## config.mk

```make
export PLATFORM = sky130hd
export DESIGN_NAME = branch_redirect_unit_flat
export DESIGN_NICKNAME = d
export VERILOG_FILES = /design/src/rtl/branch_redirect_unit_if.sv /design/src/rtl/branch_redirect_unit.sv /design/src/flat_wrapper.sv
export SDC_FILE = /design/constraint.sdc
export NUM_CORES = 1
export LEC_CHECK = 0
export BUFFER_PORTS_ARGS = -buffer_cell sky130_fd_sc_hd__buf_2
export CAP_MARGIN = 20
export CORE_ASPECT_RATIO = 0.5
export CORE_MARGIN = 2
export CORE_UTILIZATION = 52
export DETAILED_ROUTE_END_ITERATION = 8
export HOLD_SLACK_MARGIN = 0.02
export PLACE_DENSITY_LB_ADDON = 0.12
export SLEW_MARGIN = 20
export SYNTH_ARGS = -nofsm -noshare
export SYNTH_HDL_FRONTEND = slang
export SYNTH_SLANG_ARGS = --single-unit
```

## constraint.sdc

```tcl
create_clock -name clk -period 3.08 [get_ports clk]
set_input_delay 0.616 -clock clk [delete_from_list [all_inputs] [get_ports clk]]
set_output_delay 0.616 -clock clk [all_outputs]
set_load 0.01 [all_outputs]
```

## src/rtl/branch_redirect_unit_if.sv

```systemverilog
`default_nettype none
// ============================================================================
//  Module      : branch_redirect_unit_if
//  Description : Bundle of the fetch-side and resolve-side signals of the
//                branch redirect unit.
//                master : fetch/resolve environment (drives requests)
//                slave  : branch_redirect_unit (drives PC, flush, updates)
//  Ports       : stall, if_is_branch, pred_taken, if_target, res_valid,
//                res_taken                      (master -> slave)
//                pc, flush, upd_branch, upd_taken, q_full, err_underflow,
//                br_cnt, miss_cnt               (slave -> master)
//  Revision    : 1.0 - initial release
// ============================================================================
interface branch_redirect_unit_if #(
    parameter int ADDR_W = 32,
    parameter int CNT_W  = 16
);
    // fetch / resolve requests
    logic              stall;
    logic              if_is_branch;
    logic              pred_taken;
    logic [ADDR_W-1:0] if_target;
    logic              res_valid;
    logic              res_taken;

    // unit responses
    logic [ADDR_W-1:0] pc;
    logic              flush;
    logic              upd_branch;
    logic              upd_taken;
    logic              q_full;
    logic              err_underflow;
    logic [CNT_W-1:0]  br_cnt;
    logic [CNT_W-1:0]  miss_cnt;

    modport master (
        output stall, if_is_branch, pred_taken, if_target, res_valid, res_taken,
        input  pc, flush, upd_branch, upd_taken, q_full, err_underflow,
               br_cnt, miss_cnt
    );

    modport slave (
        input  stall, if_is_branch, pred_taken, if_target, res_valid, res_taken,
        output pc, flush, upd_branch, upd_taken, q_full, err_underflow,
               br_cnt, miss_cnt
    );
endinterface
`default_nettype wire

```

## src/rtl/branch_redirect_unit.sv

```systemverilog
`default_nettype none
// ============================================================================
//  Module      : branch_redirect_unit
//  Description : Owns the fetch program counter. Steers fetch to the
//                predicted target or fall-through, queues every in-flight
//                predicted branch with its alternate address, and on
//                resolution compares the actual outcome against the queued
//                prediction. A mismatch flushes younger work and redirects
//                the PC to the alternate address. The resolved outcome is
//                returned to the predictor as an update strobe/outcome pair.
//  Ports       : clk           - rising-edge clock
//                rst           - asynchronous active-high reset
//                bus.stall     - hazard stall, freezes PC and queue push
//                bus.if_is_branch / pred_taken / if_target
//                              - predecode + prediction for insn at pc
//                bus.res_valid / res_taken
//                              - oldest in-flight branch resolves
//                bus.pc        - registered fetch address
//                bus.flush     - mispredict, kill younger (combinational)
//                bus.upd_branch / upd_taken
//                              - predictor update pair (combinational)
//                bus.q_full    - queue holds DEPTH entries (registered)
//                bus.err_underflow
//                              - one-cycle pulse: resolve with empty queue
//                bus.br_cnt / miss_cnt
//                              - saturating resolve / mispredict counters
//  Revision    : 1.0 - initial release
// ============================================================================
module branch_redirect_unit #(
    parameter int                ADDR_W   = 32,
    parameter int                DEPTH    = 2,
    parameter int                CNT_W    = 16,
    parameter logic [ADDR_W-1:0] RESET_PC = '0
) (
    input  logic                  clk,
    input  logic                  rst,
    branch_redirect_unit_if.slave bus
);

    // ------------------------------------------------------------------------
    // Constants
    // ------------------------------------------------------------------------
    localparam int                  c_PTR_W   = (DEPTH > 1) ? $clog2(DEPTH) : 1;
    localparam int                  c_QCNT_W  = c_PTR_W + 1;
    localparam logic [c_QCNT_W-1:0] c_DEPTH_Q = c_QCNT_W'(DEPTH);
    localparam logic [c_QCNT_W-1:0] c_QONE    = c_QCNT_W'(1);
    localparam logic [c_PTR_W-1:0]  c_PTR_ONE = c_PTR_W'(1);
    localparam logic [ADDR_W-1:0]   c_PC_STEP = ADDR_W'(4);
    localparam logic [CNT_W-1:0]    c_CNT_MAX = '1;
    localparam logic [CNT_W-1:0]    c_CNT_ONE = CNT_W'(1);

    // ------------------------------------------------------------------------
    // State
    // ------------------------------------------------------------------------
    logic [ADDR_W-1:0]   r_pc;
    logic                r_pred [DEPTH];
    logic [ADDR_W-1:0]   r_alt  [DEPTH];
    logic [c_PTR_W-1:0]  r_head;
    logic [c_PTR_W-1:0]  r_tail;
    logic [c_QCNT_W-1:0] r_count;
    logic                r_q_full;
    logic                r_err_underflow;
    logic [CNT_W-1:0]    r_br_cnt;
    logic [CNT_W-1:0]    r_miss_cnt;

    // ------------------------------------------------------------------------
    // Decision logic
    // ------------------------------------------------------------------------
    logic                w_empty;
    logic                w_pop;
    logic                w_head_pred;
    logic [ADDR_W-1:0]   w_head_alt;
    logic                w_mispredict;
    logic                w_hold;
    logic                w_push;
    logic [ADDR_W-1:0]   w_pc_seq;
    logic [ADDR_W-1:0]   w_alt_new;
    logic [ADDR_W-1:0]   w_next_pc;
    logic [c_QCNT_W-1:0] w_next_count;

    assign w_empty     = (r_count == '0);
    assign w_pop       = bus.res_valid & ~w_empty;
    assign w_head_pred = r_pred[r_head];
    assign w_head_alt  = r_alt[r_head];

    // Only a real pop can mispredict; a resolve against an empty queue is
    // reported through err_underflow instead.
    assign w_mispredict = w_pop & (w_head_pred != bus.res_taken);

    // A branch that cannot be queued must not be fetched past. When a pop
    // frees a slot in the same cycle, the branch goes straight in.
    assign w_hold = bus.stall | (r_q_full & bus.if_is_branch & ~w_pop);

    // Anything fetched in a mispredict cycle is on the wrong path.
    assign w_push = bus.if_is_branch & ~w_hold & ~w_mispredict;

    assign w_pc_seq  = r_pc + c_PC_STEP;

    // The alternate address is whichever path fetch did NOT follow.
    assign w_alt_new = bus.pred_taken ? w_pc_seq : bus.if_target;

    always_comb begin
        w_next_pc = w_pc_seq;
        if (w_mispredict) begin
            w_next_pc = w_head_alt;
        end else if (w_hold) begin
            w_next_pc = r_pc;
        end else if (bus.if_is_branch && bus.pred_taken) begin
            w_next_pc = bus.if_target;
        end
    end

    always_comb begin
        w_next_count = r_count;
        if (w_mispredict) begin
            w_next_count = '0;
        end else if (w_push && !w_pop) begin
            w_next_count = r_count + c_QONE;
        end else if (w_pop && !w_push) begin
            w_next_count = r_count - c_QONE;
        end
    end

    // ------------------------------------------------------------------------
    // PC, queue control and status registers
    // ------------------------------------------------------------------------
    always_ff @(posedge clk or posedge rst) begin
        if (rst) begin
            r_pc            <= RESET_PC;
            r_head          <= '0;
            r_tail          <= '0;
            r_count         <= '0;
            r_q_full        <= 1'b0;
            r_err_underflow <= 1'b0;
        end else begin
            r_pc            <= w_next_pc;
            r_count         <= w_next_count;
            r_q_full        <= (w_next_count == c_DEPTH_Q);
            r_err_underflow <= bus.res_valid & w_empty;
            if (w_mispredict) begin
                r_head <= '0;
                r_tail <= '0;
            end else begin
                // DEPTH is a power of two, so pointer overflow is the wrap.
                if (w_pop) begin
                    r_head <= r_head + c_PTR_ONE;
                end
                if (w_push) begin
                    r_tail <= r_tail + c_PTR_ONE;
                end
            end
        end
    end

    // ------------------------------------------------------------------------
    // Queue storage. Entries are only read while counted as valid, so the
    // payload needs no reset.
    // ------------------------------------------------------------------------
    always_ff @(posedge clk) begin
        if (w_push) begin
            r_pred[r_tail] <= bus.pred_taken;
            r_alt[r_tail]  <= w_alt_new;
        end
    end

    // ------------------------------------------------------------------------
    // Saturating statistics
    // ------------------------------------------------------------------------
    always_ff @(posedge clk or posedge rst) begin
        if (rst) begin
            r_br_cnt   <= '0;
            r_miss_cnt <= '0;
        end else begin
            if (w_pop && (r_br_cnt != c_CNT_MAX)) begin
                r_br_cnt <= r_br_cnt + c_CNT_ONE;
            end
            if (w_mispredict && (r_miss_cnt != c_CNT_MAX)) begin
                r_miss_cnt <= r_miss_cnt + c_CNT_ONE;
            end
        end
    end

    // ------------------------------------------------------------------------
    // Outputs
    // ------------------------------------------------------------------------
    assign bus.pc            = r_pc;
    assign bus.flush         = w_mispredict;
    assign bus.upd_branch    = w_pop;
    assign bus.upd_taken     = w_pop & bus.res_taken;
    assign bus.q_full        = r_q_full;
    assign bus.err_underflow = r_err_underflow;
    assign bus.br_cnt        = r_br_cnt;
    assign bus.miss_cnt      = r_miss_cnt;

endmodule
`default_nettype wire

```

## src/flat_wrapper.sv

```systemverilog
// flat-port wrapper written by rule: the top's interface ports become plain ports
module branch_redirect_unit_flat 
#(
    parameter int                ADDR_W   = 32,
    parameter int                DEPTH    = 2,
    parameter int                CNT_W    = 16,
    parameter logic [ADDR_W-1:0] RESET_PC = '0
)
  (clk, rst, bus_stall, bus_if_is_branch, bus_pred_taken, bus_if_target, bus_res_valid, bus_res_taken, bus_pc, bus_flush, bus_upd_branch, bus_upd_taken, bus_q_full, bus_err_underflow, bus_br_cnt, bus_miss_cnt);
  branch_redirect_unit_if #(.ADDR_W(ADDR_W), .CNT_W(CNT_W)) bus_i ();
  input  logic clk;
  input  logic rst;
  input wire logic [$bits(bus_i.stall)-1:0] bus_stall;
  input wire logic [$bits(bus_i.if_is_branch)-1:0] bus_if_is_branch;
  input wire logic [$bits(bus_i.pred_taken)-1:0] bus_pred_taken;
  input wire logic [$bits(bus_i.if_target)-1:0] bus_if_target;
  input wire logic [$bits(bus_i.res_valid)-1:0] bus_res_valid;
  input wire logic [$bits(bus_i.res_taken)-1:0] bus_res_taken;
  output wire logic [$bits(bus_i.pc)-1:0] bus_pc;
  output wire logic [$bits(bus_i.flush)-1:0] bus_flush;
  output wire logic [$bits(bus_i.upd_branch)-1:0] bus_upd_branch;
  output wire logic [$bits(bus_i.upd_taken)-1:0] bus_upd_taken;
  output wire logic [$bits(bus_i.q_full)-1:0] bus_q_full;
  output wire logic [$bits(bus_i.err_underflow)-1:0] bus_err_underflow;
  output wire logic [$bits(bus_i.br_cnt)-1:0] bus_br_cnt;
  output wire logic [$bits(bus_i.miss_cnt)-1:0] bus_miss_cnt;
  assign bus_i.stall = bus_stall;
  assign bus_i.if_is_branch = bus_if_is_branch;
  assign bus_i.pred_taken = bus_pred_taken;
  assign bus_i.if_target = bus_if_target;
  assign bus_i.res_valid = bus_res_valid;
  assign bus_i.res_taken = bus_res_taken;
  assign bus_pc = bus_i.pc;
  assign bus_flush = bus_i.flush;
  assign bus_upd_branch = bus_i.upd_branch;
  assign bus_upd_taken = bus_i.upd_taken;
  assign bus_q_full = bus_i.q_full;
  assign bus_err_underflow = bus_i.err_underflow;
  assign bus_br_cnt = bus_i.br_cnt;
  assign bus_miss_cnt = bus_i.miss_cnt;
  branch_redirect_unit #(.ADDR_W(ADDR_W), .DEPTH(DEPTH), .CNT_W(CNT_W), .RESET_PC(RESET_PC)) u_core (.clk(clk), .rst(rst), .bus(bus_i));
endmodule
```

## Word-level counts from Yosys, hierarchy flattened

Memories as Yosys holds them, arrays and structs flattened.
Cells that the tools add are included.

- Add/subtract/negate cells: 7
- $mul: 0
- Divide/modulo/power cells: 0
- Magnitude comparators: 0
- Equality and inequality tests: 5
- Shifts and indexed selects: 0
- Muxes and demuxes: 13
- Bitwise gates (word level): 13
- Reductions and logical operators: 10

Operator list:

| cell | number |
|---|---|
| two-way mux 32 bit | 4 |
| adder 16 x 1 -> 16 bit, second input constant | 2 |
| adder 32 x 3 -> 32 bit, second input constant | 1 |
| != test 16 bit, second input constant | 2 |
| AND 1 bit | 8 |
| two-way mux 1 bit | 6 |
| two-way mux 2 bit | 3 |
| logical AND 1 bit | 5 |
| NOT 1 bit | 4 |
| nonzero test 2 bit | 2 |
| adder 1 bit, second input constant | 2 |
| adder 2 x 1 -> 2 bit, second input constant | 1 |
| equality test 2 bit, second input constant | 1 |
| logical NOT 1 bit | 2 |
| logical NOT 2 bit | 1 |
| != test 2 x 1 -> 1 bit, second input constant | 1 |
| subtractor 2 x 1 -> 2 bit, second input constant | 1 |
| != test 1 bit | 1 |
| bitwise OR 1 bit | 1 |

- Bits in registers: 70
- Latch bits: 0
- Bits in writable memories: 66
- Memory bits (read-only): 0
- Output and inout bits: 69
- Word-level logic and storage cells: 58
- Memories kept: 2

Memories:

| name | words | width | read ports | clocked after memory_dff | wr ports | line | source |
|---|---|---|---|---|---|---|---|
| u_core.r_alt | 2 | 32 | 1 | 0 | 1 | branch_redirect_unit.sv:57 | `logic [ADDR_W-1:0] r_alt [DEPTH];` |
| u_core.r_pred | 2 | 1 | 1 | 0 | 1 | branch_redirect_unit.sv:56 | `logic r_pred [DEPTH];` |

## Depth between registers and ports, before layout

- Depth in word-level cells: 15
- Gate-level depth with buffers: 10
- Mapped depth without buffers: 8

## Least setup slack after synthesis

Ideal clock, no wire load.

- Path kind: input port to flip-flop
- From: in bus_res_taken
- To: mem u_core.r_alt[0][0], enable pin
- Setup time: 423 ps
- Arrival: 2,897 ps
- Data required time: 2,657 ps
- Path slack: -240 ps
- Stages on the path: 6
- Cells stage by stage: and3b_1 -> mux2i_1 -> buf_6 -> clkbuf_1 -> nand2_1 -> nor2_1

- Cells in the longest elaborated chain, start to end: 6

Ends and longest elaborated chain:

| what | line | source |
|---|---|---|
| from (decl) | flat_wrapper.sv:18 | `input wire logic [$bits(bus_i.res_taken)-1:0] bus_res_taken;` |
| != test 1 bit | branch_redirect_unit.sv:88 | `assign w_mispredict = w_pop & (w_head_pred != bus.res_taken);` |
| AND 1 bit | branch_redirect_unit.sv:88 |  |
| NOT 1 bit | branch_redirect_unit.sv:95 | `assign w_push = bus.if_is_branch & ~w_hold & ~w_mispredict;` |
| AND 1 bit | branch_redirect_unit.sv:95 |  |
| two-way mux 1 bit | branch_redirect_unit.sv:160 | `if (w_push) begin` |
| two-way mux 1 bit (not written as such) | branch_redirect_unit.sv:162 | `r_alt[r_tail] <= w_alt_new;` |
| to (decl) | branch_redirect_unit.sv:57 |  |

Every way passes these cells.

## Worst setup path after layout

- From: reg u_core.r_count[1]
- To: out bus_upd_branch

- Cells in the longest elaborated chain, start to end: 3

Ends and longest elaborated chain:

| what | line | source |
|---|---|---|
| from (decl) | branch_redirect_unit.sv:60 | `logic [c_QCNT_W-1:0] r_count;` |
| from (signal assigned) | branch_redirect_unit.sv:137 | `r_count <= w_next_count;` |
| logical NOT 2 bit | branch_redirect_unit.sv:81 | `assign w_empty = (r_count == '0);` |
| NOT 1 bit | branch_redirect_unit.sv:82 | `assign w_pop = bus.res_valid & ~w_empty;` |
| AND 1 bit | branch_redirect_unit.sv:82 |  |
| to (decl) | flat_wrapper.sv:21 | `output wire logic [$bits(bus_i.upd_branch)-1:0] bus_upd_branch;` |

Every way passes these cells.

==> flow_metrics.tcl <==
set metrics [dict create \
    outcome "completed" \
    placementRows 29 \
    mappedNetlistArea_um2 6872 \
    synth_flop_cell "sky130_fd_sc_hd__dfrtp_1" \
    worstSetupStartpoint "u_core.r_count[1]$_DFF_PP0_" \
    critical_path_required_ps 2460 \
    p_leak_nw 3.384 \
    max_slew_margin 0.4343 \
    power_switching_w 0.002590 \
    ys_seq_area_frac 0.5433 \
    critPathArrivalTime_ps 1970 \
    vias 5359 \
    cts_tree "built" \
    numCtsBuffers 17 \
    pwr_density_cell_nw_per_um2 868.5 \
    placed_cell_area_um2 7610 \
    die_x_um 166.6 \
    postSynthAreaPerCell_um2 11.05 \
    nNetsFinal 769 \
    ctsHtreeMaxLevel 4 \
    finalSetupViolations 0 \
    final.hold.worst_slack_ps 351.7 \
    die_area_um2 14210 \
    crit-reg2reg-capture "u_core.r_alt[0][9]$_DFFE_PP_" \
    worst-path-max-fanout 7 \
    initial_core_util 0.5380 \
    area_growth_syn_to_layout_pct 19.10 \
    via_per_instance_ratio 5.895 \
    detailedRoute.firstIterationViolations 346 \
    yosys_warning_total 0 \
    timing_max_transition_violations_final 0 \
    rsz_0062_raised_after_global_routing "false" \
    fin_worst_skew_ps 13.13 \
    dr.pass1.iters 4 \
    tightestPinTransition_ps 848.5 \
    cts.root.buffer_cell "sky130_fd_sc_hd__clkbuf_16" \
    cts.clk_slew.worst_paths_ps 60 \
    synth_enable_flop_cells 66 \
    antenna_found_initial 0 \
    antenna_cells_inserted 0 \
    ys_ff_latch 136 \
    r2r.worst_path.cells 7 \
    clock_insertion_delay_worst_skew_ps 420 \
    drcViolationCount 0 \
    die_height_um 85.29 \
    route.antenna.remaining_nets 0 \
    share_comb_of_total_power 0.310 \
    global_placement_routability_congestion 0.8114 \
    io_buffers 107 \
    post_cts.repair.setup_buffers 0 \
    first_global_vias 5195 \
    netlist.area_leader.share 0.2884 \
    synth.top_cells.by_area "sky130_fd_sc_hd__edfxtp_1 29%, sky130_fd_sc_hd__dfrtp_1 25%, sky130_fd_sc_hd__xor2_1 4.8%" \
    syn-instance-count 622 \
    mappedNetlistNets 665 \
    cts_sinks 136 \
    timing.rr.start "u_core.r_count[1]$_DFF_PP0_" \
    power.ir.vdd_worst_v 0.0004263 \
    setup_crit_end "bus_upd_branch" \
    post_cts_resized 0 \
    grt_pass1_wl_um 26970 \
    timing_worst_setup_path_type "reg -> out" \
    hold_path.class "in -> async" \
    dp_hpwl_um 10760 \
    final_period_minus_worst_setup_slack_ps 2583 \
    routed_wl_um 16600 \
    fmaxAchievable_ghz 0.3871 \
    hold_buffers 0 \
    grt-ovfl-total 0 \
    core_um2 12770 \
    top_level_ports 108 \
    grt_max_degree 61 \
    power.share.clock 0.276 \
    timing.critical_path.to_type "output port" \
    switching_share 0.3644 \
    finalCritPeriodShare 0.8387 \
    clockBufferDepth 2 \
    synthDominantAreaCellType "sky130_fd_sc_hd__edfxtp_1" \
    timing.critical_path.from_type "flop" \
    r2r_setup_slack_ps 640 \
    p_int_w 0.004518 \
    ys_async_sr_fraction 0.5147 \
    seq_power_share 0.414 \
    stdcell_area_um2 8184 \
    post_synth_num_cell_types 59 \
    max_cap_violations 0 \
    route.detailed.wl_per_inst_um 18.26 \
    fin_tns_setup_ps 0 \
    grt_usage 0.2441 \
    final-hold-violation-count 0 \
    drive_above_1_share 0.2449 \
    final_util 0.6408 \
]
-- stage by stage --
step	power (W)	cells	setup slack, ps
5_1_grt	0.007521	909	319.9
3_5_place_dp	0.005174	877	590.4
6_report	0.007108	909	496.8
3_3_place_gp	0.005098	877	632.6
2_1_floorplan	0.004365	622	290.9
4_1_cts	0.007134	909	487.0
-- cell families (layout without fill, tap and decap cells) --
kind of cell             count (synthesis)  after routing  share of synthesized area
XOR/XNOR                                58             58                    0.07393
AO/OA/AOI/OAI                          139            139                     0.1347
buffers and inverters                   43            160                    0.02804
multiplexers                            28             28                    0.04297
AND/OR/NAND/NOR                        214            214                     0.1697
adder cells (fa/ha/maj)                  4              4                   0.007284
flip-flops                             136            136                     0.5433
-- how the worst min path moves through the flow --
stage	startpoint	to	slack (ps)	cells after the start
2_1_floorplan	u_core.r_alt[0][13]$_DFFE_PP_	u_core.bus.pc[13]$_DFFE_PP0P_	470	2
3_3_place_gp	u_core.bus.br_cnt[3]$_DFFE_PP0P_	u_core.bus.br_cnt[3]$_DFFE_PP0P_	470	1
3_5_place_dp	u_core.bus.br_cnt[3]$_DFFE_PP0P_	u_core.bus.br_cnt[3]$_DFFE_PP0P_	480	1
4_1_cts	rst	u_core.bus.br_cnt[7]$_DFFE_PP0P_	370	2
5_1_grt	rst	u_core.bus.br_cnt[9]$_DFFE_PP0P_	410	2
6_report	rst	u_core.bus.br_cnt[7]$_DFFE_PP0P_	350	2
-- synthesized netlist by cell type (18+ instances only) --
cell,instances
sky130_fd_sc_hd__a21oi_1,55
sky130_fd_sc_hd__and3_1,30
sky130_fd_sc_hd__clkbuf_1,23
sky130_fd_sc_hd__dfrtp_1,70
sky130_fd_sc_hd__edfxtp_1,66
sky130_fd_sc_hd__mux2i_1,19
sky130_fd_sc_hd__nand2_1,30
sky130_fd_sc_hd__nand2b_1,18
sky130_fd_sc_hd__nand3_1,27
sky130_fd_sc_hd__nor2_1,57
sky130_fd_sc_hd__o211ai_1,18
sky130_fd_sc_hd__o21ai_0,18
sky130_fd_sc_hd__xnor2_1,20
sky130_fd_sc_hd__xor2_1,38
-- power groups by stage --
stage	Clock [W]	Combinational, W	Sequential [W]
finish	0.00196	0.00220	0.00294
global route	0.00206	0.00245	0.00301
CTS	0.00198	0.00222	0.00293
detailed placement	0	0.00221	0.00296
global placement	0	0.00216	0.00294
floorplan	0	0.00141	0.00296
-- metal layers --
metal | global-route usage | vias to the layer above | routed length (µm)
met5 | 0 | - | 0
met4 | 0.08229 | 0 | 197
met3 | 0.04431 | 19 | 973
met2 | 0.3933 | 179 | 7659
met1 | 0.3391 | 2641 | 7771
li1 | - | 2520 | -
-- flip-flops by register name (all words and copies together) (netlist names) --
name and cells:
u_core.r_alt 64, u_core.bus.pc 32, u_core.bus.br_cnt 16, u_core.bus.miss_cnt 16, u_core.r_count 2, u_core.r_pred 2, u_core.bus.err_underflow 1, u_core.bus.q_full 1
u_core.r_head 1, u_core.r_tail 1
-- cell usage in the layout (no fill, tap or decap), types with 11 or more instances in the layout --
cell type / instances
sky130_fd_sc_hd__a21oi_1: 55
sky130_fd_sc_hd__and3_1: 30
sky130_fd_sc_hd__buf_2: 107
sky130_fd_sc_hd__buf_4: 11
sky130_fd_sc_hd__clkbuf_16: 18
sky130_fd_sc_hd__dfrtp_1: 69
sky130_fd_sc_hd__edfxtp_1: 66
sky130_fd_sc_hd__mux2i_1: 18
sky130_fd_sc_hd__nand2_1: 30
sky130_fd_sc_hd__nand2b_1: 18
sky130_fd_sc_hd__nand3_1: 27
sky130_fd_sc_hd__nand4_1: 15
sky130_fd_sc_hd__nor2_1: 56
sky130_fd_sc_hd__o211ai_1: 18
sky130_fd_sc_hd__o21ai_0: 18
sky130_fd_sc_hd__o221ai_1: 16
sky130_fd_sc_hd__xnor2_1: 20
sky130_fd_sc_hd__xor2_1: 38
-- worst max-delay path, cell delays in order (launching register included) --
cell and delay (ps):
sky130_fd_sc_hd__dfrtp_1 390, sky130_fd_sc_hd__inv_1 80, sky130_fd_sc_hd__ha_1 180, sky130_fd_sc_hd__nand2b_1 340, sky130_fd_sc_hd__clkinv_1 330, sky130_fd_sc_hd__buf_2 230
-- layout make-up --
| cell class | count | area (µm²) |
|---|---|---|
| Multi-Input combinational cell | 443 | 2958 |
| Tap cell | 170 | 212.7 |
| Fill cell | 1049 | 4588 |
| Sequential cell | 136 | 3735 |
| Clock inverter | 9 | 65.06 |
| Timing Repair Buffer | 121 | 678.2 |
| Inverter | 7 | 26.28 |
| Clock buffer | 23 | 509.2 |
(Power assumes the default switching activity.)
